`src/rtl/wb_retire_buffer_if.sv`:
```
// MEM-to-WB entry handshake for the retire buffer.
// MEM drives one entry per cycle; the buffer answers with in_ready.
interface wb_retire_buffer_if #(
  parameter int XLEN = 32
);
  logic            in_valid;
  logic            in_ready;
  logic [XLEN-1:0] in_pc;
  logic            in_gr_we;
  logic [4:0]      in_dest;
  logic [XLEN-1:0] in_result;
  logic            in_csr_we;
  logic [13:0]     in_csr_num;
  logic [XLEN-1:0] in_csr_wvalue;
  logic [XLEN-1:0] in_csr_wmask;
  logic            in_ex;
  logic [5:0]      in_ecode;
  logic [8:0]      in_esubcode;
  logic            in_ertn;

  modport master (
    output in_valid, in_pc, in_gr_we, in_dest,
    output in_result, in_csr_we, in_csr_num,
    output in_csr_wvalue, in_csr_wmask,
    output in_ex, in_ecode, in_esubcode, in_ertn,
    input  in_ready
  );

  modport slave (
    input  in_valid, in_pc, in_gr_we, in_dest,
    input  in_result, in_csr_we, in_csr_num,
    input  in_csr_wvalue, in_csr_wmask,
    input  in_ex, in_ecode, in_esubcode, in_ertn,
    output in_ready
  );
endinterface

```
`src/rtl/wb_retire_buffer.sv`:
```
// In-order write-back retire buffer: queues MEM results and
// commits them to GPR/CSR under trace back-pressure.
module wb_retire_buffer #(
  parameter int XLEN  = 32,
  parameter int DEPTH = 2,
  parameter int CNT_W = 64
) (
  input  logic             clk,
  input  logic             resetn,
  wb_retire_buffer_if.slave mem,
  input  logic             trace_ready,
  output logic             rf_we,
  output logic [4:0]       rf_waddr,
  output logic [XLEN-1:0]  rf_wdata,
  output logic             csr_we,
  output logic [13:0]      csr_num,
  output logic [XLEN-1:0]  csr_wvalue,
  output logic [XLEN-1:0]  csr_wmask,
  output logic [XLEN-1:0]  wb_pc,
  output logic             wb_ex,
  output logic [5:0]       wb_ecode,
  output logic [8:0]       wb_esubcode,
  output logic             ertn_flush,
  output logic [31:0]      pend_mask,
  output logic [4:0]       fwd_dest,
  output logic [XLEN-1:0]  fwd_data,
  output logic [XLEN-1:0]  debug_wb_pc,
  output logic [3:0]       debug_wb_rf_we,
  output logic [4:0]       debug_wb_rf_wnum,
  output logic [XLEN-1:0]  debug_wb_rf_wdata,
  output logic [CNT_W-1:0] retire_cnt
);

  localparam int PW = (DEPTH > 1) ? $clog2(DEPTH) : 1;
  localparam int CW = $clog2(DEPTH + 1);

  typedef struct packed {
    logic [XLEN-1:0] pc;
    logic            gr_we;
    logic [4:0]      dest;
    logic [XLEN-1:0] result;
    logic            csr_we;
    logic [13:0]     csr_num;
    logic [XLEN-1:0] csr_wvalue;
    logic [XLEN-1:0] csr_wmask;
    logic            ex;
    logic [5:0]      ecode;
    logic [8:0]      esubcode;
    logic            ertn;
  } entry_t;

  entry_t            buf_q [DEPTH];
  logic [DEPTH-1:0]  vld_q;
  logic [PW-1:0]     wr_ptr;
  logic [PW-1:0]     rd_ptr;
  logic [CW-1:0]     cnt_q;
  logic [CNT_W-1:0]  ret_q;

  entry_t in_e;
  entry_t head;
  logic   head_vld;
  logic   full;
  logic   retire;
  logic   flush;
  logic   push;

  function automatic logic [PW-1:0] inc_ptr(input logic [PW-1:0] p);
    return (p == PW'(DEPTH - 1)) ? '0 : p + PW'(1);
  endfunction

  always_comb begin
    in_e            = '0;
    in_e.pc         = mem.in_pc;
    in_e.gr_we      = mem.in_gr_we;
    in_e.dest       = mem.in_dest;
    in_e.result     = mem.in_result;
    in_e.csr_we     = mem.in_csr_we;
    in_e.csr_num    = mem.in_csr_num;
    in_e.csr_wvalue = mem.in_csr_wvalue;
    in_e.csr_wmask  = mem.in_csr_wmask;
    in_e.ex         = mem.in_ex;
    in_e.ecode      = mem.in_ecode;
    in_e.esubcode   = mem.in_esubcode;
    in_e.ertn       = mem.in_ertn;
  end

  assign head_vld = (cnt_q != '0);
  assign head     = head_vld ? buf_q[rd_ptr] : '0;
  assign full     = (cnt_q == CW'(DEPTH));
  // Nothing commits while reset is held, even if entries remain.
  assign retire   = resetn && head_vld && trace_ready;
  assign flush    = retire && (head.ex || head.ertn);
  assign mem.in_ready = (!full || retire) && !flush;
  assign push     = mem.in_valid && mem.in_ready;

  always_ff @(posedge clk) begin
    if (push) buf_q[wr_ptr] <= in_e;
  end

  always_ff @(posedge clk) begin
    if (!resetn) begin
      vld_q  <= '0;
      wr_ptr <= '0;
      rd_ptr <= '0;
      cnt_q  <= '0;
    end else if (flush) begin
      vld_q  <= '0;
      wr_ptr <= '0;
      rd_ptr <= '0;
      cnt_q  <= '0;
    end else begin
      if (retire) begin
        vld_q[rd_ptr] <= 1'b0;
        rd_ptr        <= inc_ptr(rd_ptr);
      end
      // Set after the clear so a full push+pop keeps the slot live.
      if (push) begin
        vld_q[wr_ptr] <= 1'b1;
        wr_ptr        <= inc_ptr(wr_ptr);
      end
      cnt_q <= cnt_q + CW'(push) - CW'(retire);
    end
  end

  always_ff @(posedge clk) begin
    if (!resetn) ret_q <= '0;
    else if (retire && !head.ex) ret_q <= ret_q + CNT_W'(1);
  end

  always_comb begin
    pend_mask = '0;
    for (int i = 0; i < DEPTH; i++) begin
      if (vld_q[i] && buf_q[i].gr_we && !buf_q[i].ex)
        pend_mask[buf_q[i].dest] = 1'b1;
    end
    pend_mask[0] = 1'b0;
  end

  assign rf_we      = retire && head.gr_we && !head.ex && !head.ertn;
  assign csr_we     = retire && head.csr_we && !head.ex && !head.ertn;
  assign rf_waddr   = head.dest;
  assign rf_wdata   = head.result;
  assign csr_num    = head.csr_num;
  assign csr_wvalue = head.csr_wvalue;
  assign csr_wmask  = head.csr_wmask;
  assign wb_pc      = head.pc;
  assign wb_ex      = retire && head.ex;
  assign wb_ecode   = head.ecode;
  assign wb_esubcode = head.esubcode;
  assign ertn_flush = retire && head.ertn && !head.ex;

  assign fwd_dest = (head_vld && head.gr_we && !head.ex) ? head.dest : 5'd0;
  assign fwd_data = head.result;

  assign debug_wb_pc       = head.pc;
  assign debug_wb_rf_we    = {4{rf_we}};
  assign debug_wb_rf_wnum  = head.dest;
  assign debug_wb_rf_wdata = head.result;
  assign retire_cnt        = ret_q;

endmodule

```
`src/flat_wrapper.sv`:
```
// flat-port wrapper written by rule: the top's interface ports become plain ports
module wb_retire_buffer_flat 
#(
  parameter int XLEN  = 32,
  parameter int DEPTH = 2,
  parameter int CNT_W = 64
)
  (clk, resetn, trace_ready, rf_we, rf_waddr, rf_wdata, csr_we, csr_num, csr_wvalue, csr_wmask, wb_pc, wb_ex, wb_ecode, wb_esubcode, ertn_flush, pend_mask, fwd_dest, fwd_data, debug_wb_pc, debug_wb_rf_we, debug_wb_rf_wnum, debug_wb_rf_wdata, retire_cnt, mem_in_valid, mem_in_pc, mem_in_gr_we, mem_in_dest, mem_in_result, mem_in_csr_we, mem_in_csr_num, mem_in_csr_wvalue, mem_in_csr_wmask, mem_in_ex, mem_in_ecode, mem_in_esubcode, mem_in_ertn, mem_in_ready);
  wb_retire_buffer_if #(.XLEN(XLEN)) mem_i ();
  input  logic clk;
  input  logic resetn;
  input  logic trace_ready;
  output logic rf_we;
  output logic [4:0] rf_waddr;
  output logic [XLEN-1:0] rf_wdata;
  output logic csr_we;
  output logic [13:0] csr_num;
  output logic [XLEN-1:0] csr_wvalue;
  output logic [XLEN-1:0] csr_wmask;
  output logic [XLEN-1:0] wb_pc;
  output logic wb_ex;
  output logic [5:0] wb_ecode;
  output logic [8:0] wb_esubcode;
  output logic ertn_flush;
  output logic [31:0] pend_mask;
  output logic [4:0] fwd_dest;
  output logic [XLEN-1:0] fwd_data;
  output logic [XLEN-1:0] debug_wb_pc;
  output logic [3:0] debug_wb_rf_we;
  output logic [4:0] debug_wb_rf_wnum;
  output logic [XLEN-1:0] debug_wb_rf_wdata;
  output logic [CNT_W-1:0] retire_cnt;
  input wire logic [$bits(mem_i.in_valid)-1:0] mem_in_valid;
  input wire logic [$bits(mem_i.in_pc)-1:0] mem_in_pc;
  input wire logic [$bits(mem_i.in_gr_we)-1:0] mem_in_gr_we;
  input wire logic [$bits(mem_i.in_dest)-1:0] mem_in_dest;
  input wire logic [$bits(mem_i.in_result)-1:0] mem_in_result;
  input wire logic [$bits(mem_i.in_csr_we)-1:0] mem_in_csr_we;
  input wire logic [$bits(mem_i.in_csr_num)-1:0] mem_in_csr_num;
  input wire logic [$bits(mem_i.in_csr_wvalue)-1:0] mem_in_csr_wvalue;
  input wire logic [$bits(mem_i.in_csr_wmask)-1:0] mem_in_csr_wmask;
  input wire logic [$bits(mem_i.in_ex)-1:0] mem_in_ex;
  input wire logic [$bits(mem_i.in_ecode)-1:0] mem_in_ecode;
  input wire logic [$bits(mem_i.in_esubcode)-1:0] mem_in_esubcode;
  input wire logic [$bits(mem_i.in_ertn)-1:0] mem_in_ertn;
  output wire logic [$bits(mem_i.in_ready)-1:0] mem_in_ready;
  assign mem_i.in_valid = mem_in_valid;
  assign mem_i.in_pc = mem_in_pc;
  assign mem_i.in_gr_we = mem_in_gr_we;
  assign mem_i.in_dest = mem_in_dest;
  assign mem_i.in_result = mem_in_result;
  assign mem_i.in_csr_we = mem_in_csr_we;
  assign mem_i.in_csr_num = mem_in_csr_num;
  assign mem_i.in_csr_wvalue = mem_in_csr_wvalue;
  assign mem_i.in_csr_wmask = mem_in_csr_wmask;
  assign mem_i.in_ex = mem_in_ex;
  assign mem_i.in_ecode = mem_in_ecode;
  assign mem_i.in_esubcode = mem_in_esubcode;
  assign mem_i.in_ertn = mem_in_ertn;
  assign mem_in_ready = mem_i.in_ready;
  wb_retire_buffer #(.XLEN(XLEN), .DEPTH(DEPTH), .CNT_W(CNT_W)) u_core (.clk(clk), .resetn(resetn), .mem(mem_i), .trace_ready(trace_ready), .rf_we(rf_we), .rf_waddr(rf_waddr), .rf_wdata(rf_wdata), .csr_we(csr_we), .csr_num(csr_num), .csr_wvalue(csr_wvalue), .csr_wmask(csr_wmask), .wb_pc(wb_pc), .wb_ex(wb_ex), .wb_ecode(wb_ecode), .wb_esubcode(wb_esubcode), .ertn_flush(ertn_flush), .pend_mask(pend_mask), .fwd_dest(fwd_dest), .fwd_data(fwd_data), .debug_wb_pc(debug_wb_pc), .debug_wb_rf_we(debug_wb_rf_we), .debug_wb_rf_wnum(debug_wb_rf_wnum), .debug_wb_rf_wdata(debug_wb_rf_wdata), .retire_cnt(retire_cnt));
endmodule
```
`config.mk`:
```
export PLATFORM = sky130hd
export DESIGN_NAME = wb_retire_buffer_flat
export DESIGN_NICKNAME = d
export VERILOG_FILES = /design/src/rtl/wb_retire_buffer_if.sv /design/src/rtl/wb_retire_buffer.sv /design/src/flat_wrapper.sv
export SDC_FILE = /design/constraint.sdc
export NUM_CORES = 1
export LEC_CHECK = 0
export CORE_AREA = 3 3 235 191
export CTS_CLUSTER_DIAMETER = 50
export DETAILED_ROUTE_END_ITERATION = 10
export DIE_AREA = 0 0 238 194
export GPL_ROUTABILITY_DRIVEN = 0
export PLACE_DENSITY = 0.7
export SLEW_MARGIN = 20
export SYNTH_ARGS = -nofsm -noshare
export SYNTH_HDL_FRONTEND = slang
export SYNTH_SLANG_ARGS = --single-unit
```
`constraint.sdc`:
```
create_clock -name clk -period 13 [get_ports clk]
set_clock_uncertainty 0.15 [all_clocks]
set_input_delay 2.6 -clock clk [delete_from_list [all_inputs] [get_ports clk]]
set_output_delay 2.6 -clock clk [all_outputs]
set_load 0.02 [all_outputs]
```
; Word level (Yosys, flattened, before mapping)
; Memories as Yosys holds them, arrays and structs flattened. A register that Yosys moved wholly into a read port is not among the register bits.
; Cells that the tools add are included.
[totals]
reg_bits = 70
ramBits = 332
inputBits = 170
out_inout_bits = 373
wordCells = 82
n_memories = 1
[mem_list]
columns = memory, depth, width, read_ports, rd_ports_with_merged_regs, wr, line_no
row1 = u_core.buf_q, 2, 166, 3, 1, 1, wb_retire_buffer.sv:52  ; entry_t buf_q [DEPTH];
[classes]
addsub = 5
order_cmp = 8
eq_ne = 1
muxes = 22
n_bitwise = 5
n_reduce_logical = 35
[ops]
columns = cell, n
row1 = 166-bit 2-to-1 mux, 1
row2 = "64-bit by 1-bit adder with 64-bit output, second input constant", 1
row3 = 32-bit 2-to-1 mux, 2
row4 = 32-bit OR, 1
row5 = 1-bit logical AND, 25
row6 = "5-bit by 6-bit < comparator with 1-bit output, second input constant", 2
row7 = 1-bit demux with 5-bit select, 2
row8 = "5-bit by 1-bit greater-or-equal comparator with 1-bit output, second input constant", 2
row9 = 1-bit 2-to-1 mux, 10
row10 = 2-bit 2-to-1 mux, 4
row11 = 1-bit logical NOT, 6
row12 = 5-bit 2-to-1 mux, 1
row13 = "1-bit by 2-bit < comparator with 1-bit output, second input constant", 2
row14 = "1-bit adder, second input constant", 2
row15 = 2-bit by 1-bit adder with 2-bit output, 1
row16 = 2-bit AND, 1
row17 = 1-bit demux with 1-bit select, 2
row18 = "2-bit == test, second input constant", 1
row19 = "1-bit greater-or-equal comparator, second input constant", 2
row20 = 1-bit logical OR, 2
row21 = 2-bit NOT, 1
row22 = 2-bit OR, 1
row23 = 2-bit nonzero test, 1
row24 = 2-bit OR reduction, 1
row25 = other kinds (2), 2

; Depth between registers and ports, before layout
[depth]
ltp_word = 11
depth_mapped = 10
ltp_nobuf = 6

; Worst setup path after synthesis
; No wires, ideal clock.
[synth_timing]
path_type = input-to-reg
start = input resetn
end = register u_core.vld_q[1]
setup_time_ns = 0.090
arrival_time_ns = 10.894
required_ns = 12.760
slack_ns = 1.866
path_stages = 6
n_path_buf = 1
cell_sequence = buf_4 > a21o_1 > o31a_1 > o21ai_0 > nor2_1 > o21ba_2
[synth_via]
elab_chain_len = 7
word_cells_on_any_way = 14
classes_between = mux (4) / bitwise (2) / reduce/logical (8)
[synth_lines]
columns = element, line_no
row1 = start: declaration, flat_wrapper.sv:11  ; input logic resetn;
row2 = 1-bit logical AND (2 in a row), wb_retire_buffer.sv:91  ; assign retire = resetn && head_vld && trace_ready;
row3 = 2-bit 2-to-1 mux or 1-bit logical AND (tied branches), "wb_retire_buffer.sv:112, wb_retire_buffer.sv:92"
row4 = 2-bit 2-to-1 mux or 1-bit logical NOT (tied branches), "wb_retire_buffer.sv:106, wb_retire_buffer.sv:93"
row5 = 2-bit 2-to-1 mux or 1-bit logical AND (tied branches), "wb_retire_buffer.sv:101, wb_retire_buffer.sv:93"
row6 = 2-bit OR (no line) or 1-bit logical AND (tied branches), -
row7 = 2-bit 2-to-1 mux, wb_retire_buffer.sv:117  ; if (push) begin
row8 = end signal: assignment, wb_retire_buffer.sv:102  ; vld_q <= '0;
row9 = end signal: assignment, wb_retire_buffer.sv:107  ; vld_q <= '0;
row10 = end signal: indexed assignment, wb_retire_buffer.sv:118  ; vld_q[wr_ptr] <= 1'b1;
row11 = end: declaration, wb_retire_buffer.sv:53  ; logic [DEPTH-1:0] vld_q;
; Several ways; a longest one is shown, not always the timed one. The select of a mux whose other input is x is not followed.
; A chain may end at the register's enable or synchronous reset.

; Final worst setup path
[layout_timing]
start = input resetn
end = output debug_wb_rf_we[3]
[layout_via]
elab_chain_len = 5
[layout_lines]
columns = element, line_no
row1 = 1-bit logical AND (2 in a row), wb_retire_buffer.sv:91
row2 = 1-bit logical AND (3 in a row), wb_retire_buffer.sv:139  ; assign rf_we = retire && head.gr_we && !head.ex && !head.ertn;
row3 = end: declaration, flat_wrapper.sv:29  ; output logic [3:0] debug_wb_rf_we;
; Every way passes these cells.

==> results.sh <==
export IMPL_status="complete, no violations"
export IMPL_overflow=0
export IMPL_critical_path_class="in -> out"
export IMPL_area_growth_pct=39.5
export IMPL_clock_power_share_pct=26.6
export IMPL_p_sw_share_pct=34.4
export IMPL_rsz0062_at_grt="no"
export IMPL_r2r_slack_ns=7.97
export IMPL_max_cap_violations=0
export IMPL_cts_root_buf="clkbuf_16"
export IMPL_synthMuxAreaShare_pct=9.89
export IMPL_start_kind="primary input"
export IMPL_power_mw=4.83
export IMPL_tightest_slew_ns=1.14
export IMPL_cts_resized=0
export IMPL_required_ns=10.25
export IMPL_htree_levels=2
export IMPL_synth_edff_count=332
export IMPL_die_height_um=194
export IMPL_synth_seq_cells=403
export IMPL_pwr_density_cell_nw_per_um2=203
export IMPL_clk_latency_ns=0.55
export IMPL_seqPwrFrac_pct=35.4
export IMPL_pre_cts_slack_ns=5.32
export IMPL_yosysWarningCount=0
export IMPL_wl_met2_um=23500
export IMPL_async_flop_share_pct=0
export IMPL_synth_top_family_by_area="simple AND/OR/NAND/NOR gates"
export IMPL_crit_arrival_ns=4.92
export IMPL_wl_met1_um=18500
export IMPL_pwr_share_comb_pct=38.0
export IMPL_crit_top_cell="clkdlybuf4s50_1"
export IMPL_fin_area_um2=23800
export IMPL_min_period_over_period_pct=59.0
export IMPL_synth_top_area_cell="edfxtp_1"
export IMPL_numCtsBuffers=44
export IMPL_setup_violations=0
export IMPL_yosys_area_share_simple_pct=11.4
export IMPL_grt_pass1_vias=11800
export IMPL_ys_flop_type="edfxtp_1"
export IMPL_yosys_top_cells_area="edfxtp_1, mux2i_1, dfxtp_1"
export IMPL_path_delay_family="buffers and inverters"
export IMPL_crit_fanout=9
export IMPL_crit_slowest_cell="clkdlybuf4s50_1"
export IMPL_fill_cells=3418
export IMPL_hp_class="reg -> reg"
export IMPL_max_stage_delay_ns=0.74
export IMPL_grt_usage_pct=19.4
export IMPL_regArea_um2=11400
export IMPL_synthDistinctLibCells=50
export IMPL_layout_drive_gt1_share_pct=5.20
export IMPL_io_buffers=541
export IMPL_ant_nets=0
export IMPL_post_cts_buffers=0
export IMPL_grt_max_degree=168
export IMPL_synth_top_area_share_pct=58.4
export IMPL_leakagePower_nw=7.54
export IMPL_power_switching_mw=1.66
export IMPL_firstDrtPassIters=5
export IMPL_cp_end_kind="output pin"
export IMPL_synthCells=1301
export IMPL_wirelength_um=46600
export IMPL_hold_viol_final=0
export IMPL_min_period_ns=7.67
export IMPL_synth_area_um2=17100
export IMPL_clk_pin_slew_ns=0.05
export IMPL_route_detailed_drc=0
export IMPL_max_freq_mhz=130
export IMPL_fin_hold_ws_ns=0.315
export IMPL_dpl_instance_area_um2=22200
export IMPL_cts_tree="yes"
export IMPL_hpwl_um=32400
export IMPL_core_um2=42800
export IMPL_cts_sinks=403
export IMPL_ir_drop_mv=0.128
export IMPL_ioPinCount=543
export IMPL_multi_input_area_um2=4610
export IMPL_synth_fa_ha_area_share_pct=0.147
export IMPL_grt_first_pass_wirelength_um=70500
export IMPL_drt_iter0_drc=834
export IMPL_vias_per_cell=5.11
export IMPL_rows=68
export IMPL_clock_path_buffers=3
export IMPL_cts_hold_buf=0
export IMPL_timing_final_ws_setup_ns=5.33
export IMPL_path_cells="clkdlybuf4s50_1 > o211ai_4 > nor3_1 > clkdlybuf4s50_1"
export IMPL_antenna_found_initial=8
export IMPL_synth_nets=1473
export IMPL_synthXorXnorAreaFrac_pct=1.28
export IMPL_synth_compound_area_share_pct=4.16
export IMPL_topRoutingLayerUsed="met5"
export IMPL_initial_core_util_pct=39.9
export IMPL_wl_met3_um=3770
export IMPL_maxSlewViolCount=0
export IMPL_relSlewSlack_pct=23.7
export IMPL_fin_setup_tns_ns=0
export IMPL_num_vias=11900
export IMPL_cp_num_buf_inv=2
export IMPL_ys_seq_area_share_pct=66.8
export IMPL_die_w_um=238
export IMPL_internal_power_mw=3.17
export IMPL_nets=1904
export IMPL_dieArea_um2=46200
export IMPL_routedWlPerCell_um=20.0
export IMPL_avgSynthCellArea_um2=13.1
## cell families (layout without fill, tap and decap cells)
group                      after synthesis  count (layout)
AOI/OAI and AO/OA                      125             125
xor gates and xnor gates                25              25
adders and majority gates                2               2
buffers and inverters                  173             640
DFF                                    403             403
muxes                                  168             168
other                                    1               4
and+or+nand+nor                        404             404
## power by group through the flow
stage | combinational (mW) | sequential (mW) | clock (mW)
floorplan | 1.10 | 1.74 | 0
global placement | 1.85 | 1.73 | 0
detailed placement | 1.85 | 1.74 | 0
CTS | 1.86 | 1.71 | 1.32
global route | 1.94 | 1.73 | 1.37
finish | 1.83 | 1.71 | 1.29
## state kept, by name, indices dropped and copies added, names as in the netlist, named ones only
signal and flops:
u_core.buf_q 332, u_core.retire_cnt 64, u_core.cnt_q 2, u_core.vld_q 2, u_core.rd_ptr 1, u_core.wr_ptr 1
## metal layers
layer	up-vias	GRT usage [%]
met5	-	0
met2	438	33.4
met4	8	4.30
met3	75	5.76
li1	5581	-
met1	5802	24.3
## worst paths after layout
path / startpoint / to / depth (start not counted)
worst max-delay path: resetn / debug_wb_rf_we[3] / 4
worst min-delay path: u_core.wr_ptr$_SDFFE_PP0P_ / u_core.wr_ptr$_SDFFE_PP0P_ / 2
worst max register to register: u_core.cnt_q[1]$_SDFF_PP0_ / u_core.buf_q[0][24]$_DFFE_PP_ / 6
worst min register to register: u_core.wr_ptr$_SDFFE_PP0P_ / u_core.wr_ptr$_SDFFE_PP0P_ / 2
## layout make-up
class,count,share of cell area [%]
flip-flops and latches,403,47.9
repair buffers,549,23.2
multi-input cells,725,19.4
clock buffers,50,4.76
well taps,560,2.94
clock inverters,32,1.63
inverters,9,0.163
diodes,3,0.0316
## synth_stat cells, types with 2 or more instances
master	count
edfxtp_1	332
nor2_1	205
mux2i_1	166
buf_4	108
dfxtp_1	71
a21oi_1	43
o21ai_0	40
or3_1	39
nand3_1	36
nand2_1	35
clkbuf_1	34
o22ai_1	31
nand4_1	26
xor2_1	14
buf_1	13
nor3_1	13
xnor2_1	11
nor4_1	10
buf_2	8
inv_1	7
and4_1	6
nand3b_1	6
o31ai_1	5
nand4b_1	4
or4_1	4
and2_1	3
or2_2	3
and3_1	2
ha_1	2
nand4_2	2
nor2b_1	2
or3b_2	2
## through the flow
stage	utilization, %	std cells
5_1_grt	55.6	2329
3_3_place_gp	52.0	2245
2_1_floorplan	-	1301
4_1_cts	55.5	2327
3_5_place_dp	52.0	2245
6_report	55.6	2331
## placed cells by master (no fill, tap or decap), types with 13 or more instances in the layout
master / netlist / routed
xor2_1: 14 / 14
nand2_1: 35 / 35
nand3_1: 36 / 36
dfxtp_1: 71 / 70
edfxtp_1: 332 / 332
nand4_1: 26 / 26
or3_1: 39 / 39
o21ai_0: 40 / 40
a21oi_1: 43 / 43
clkbuf_16: 0 / 44
nor3_1: 13 / 13
nor2_1: 205 / 203
mux2i_1: 166 / 166
clkdlybuf4s50_1: 0 / 541
clkinv_1: 1 / 13
o22ai_1: 31 / 31
## worst register-to-register path: cells and delay by family (launching register included)
kind / cells / cell delay, ns
flip-flops: 1 / 0.40
AND/OR/NAND/NOR: 3 / 1.36
buffers and inverters: 3 / 2.66
No activity file was read; power rests on OpenSTA's default activity.
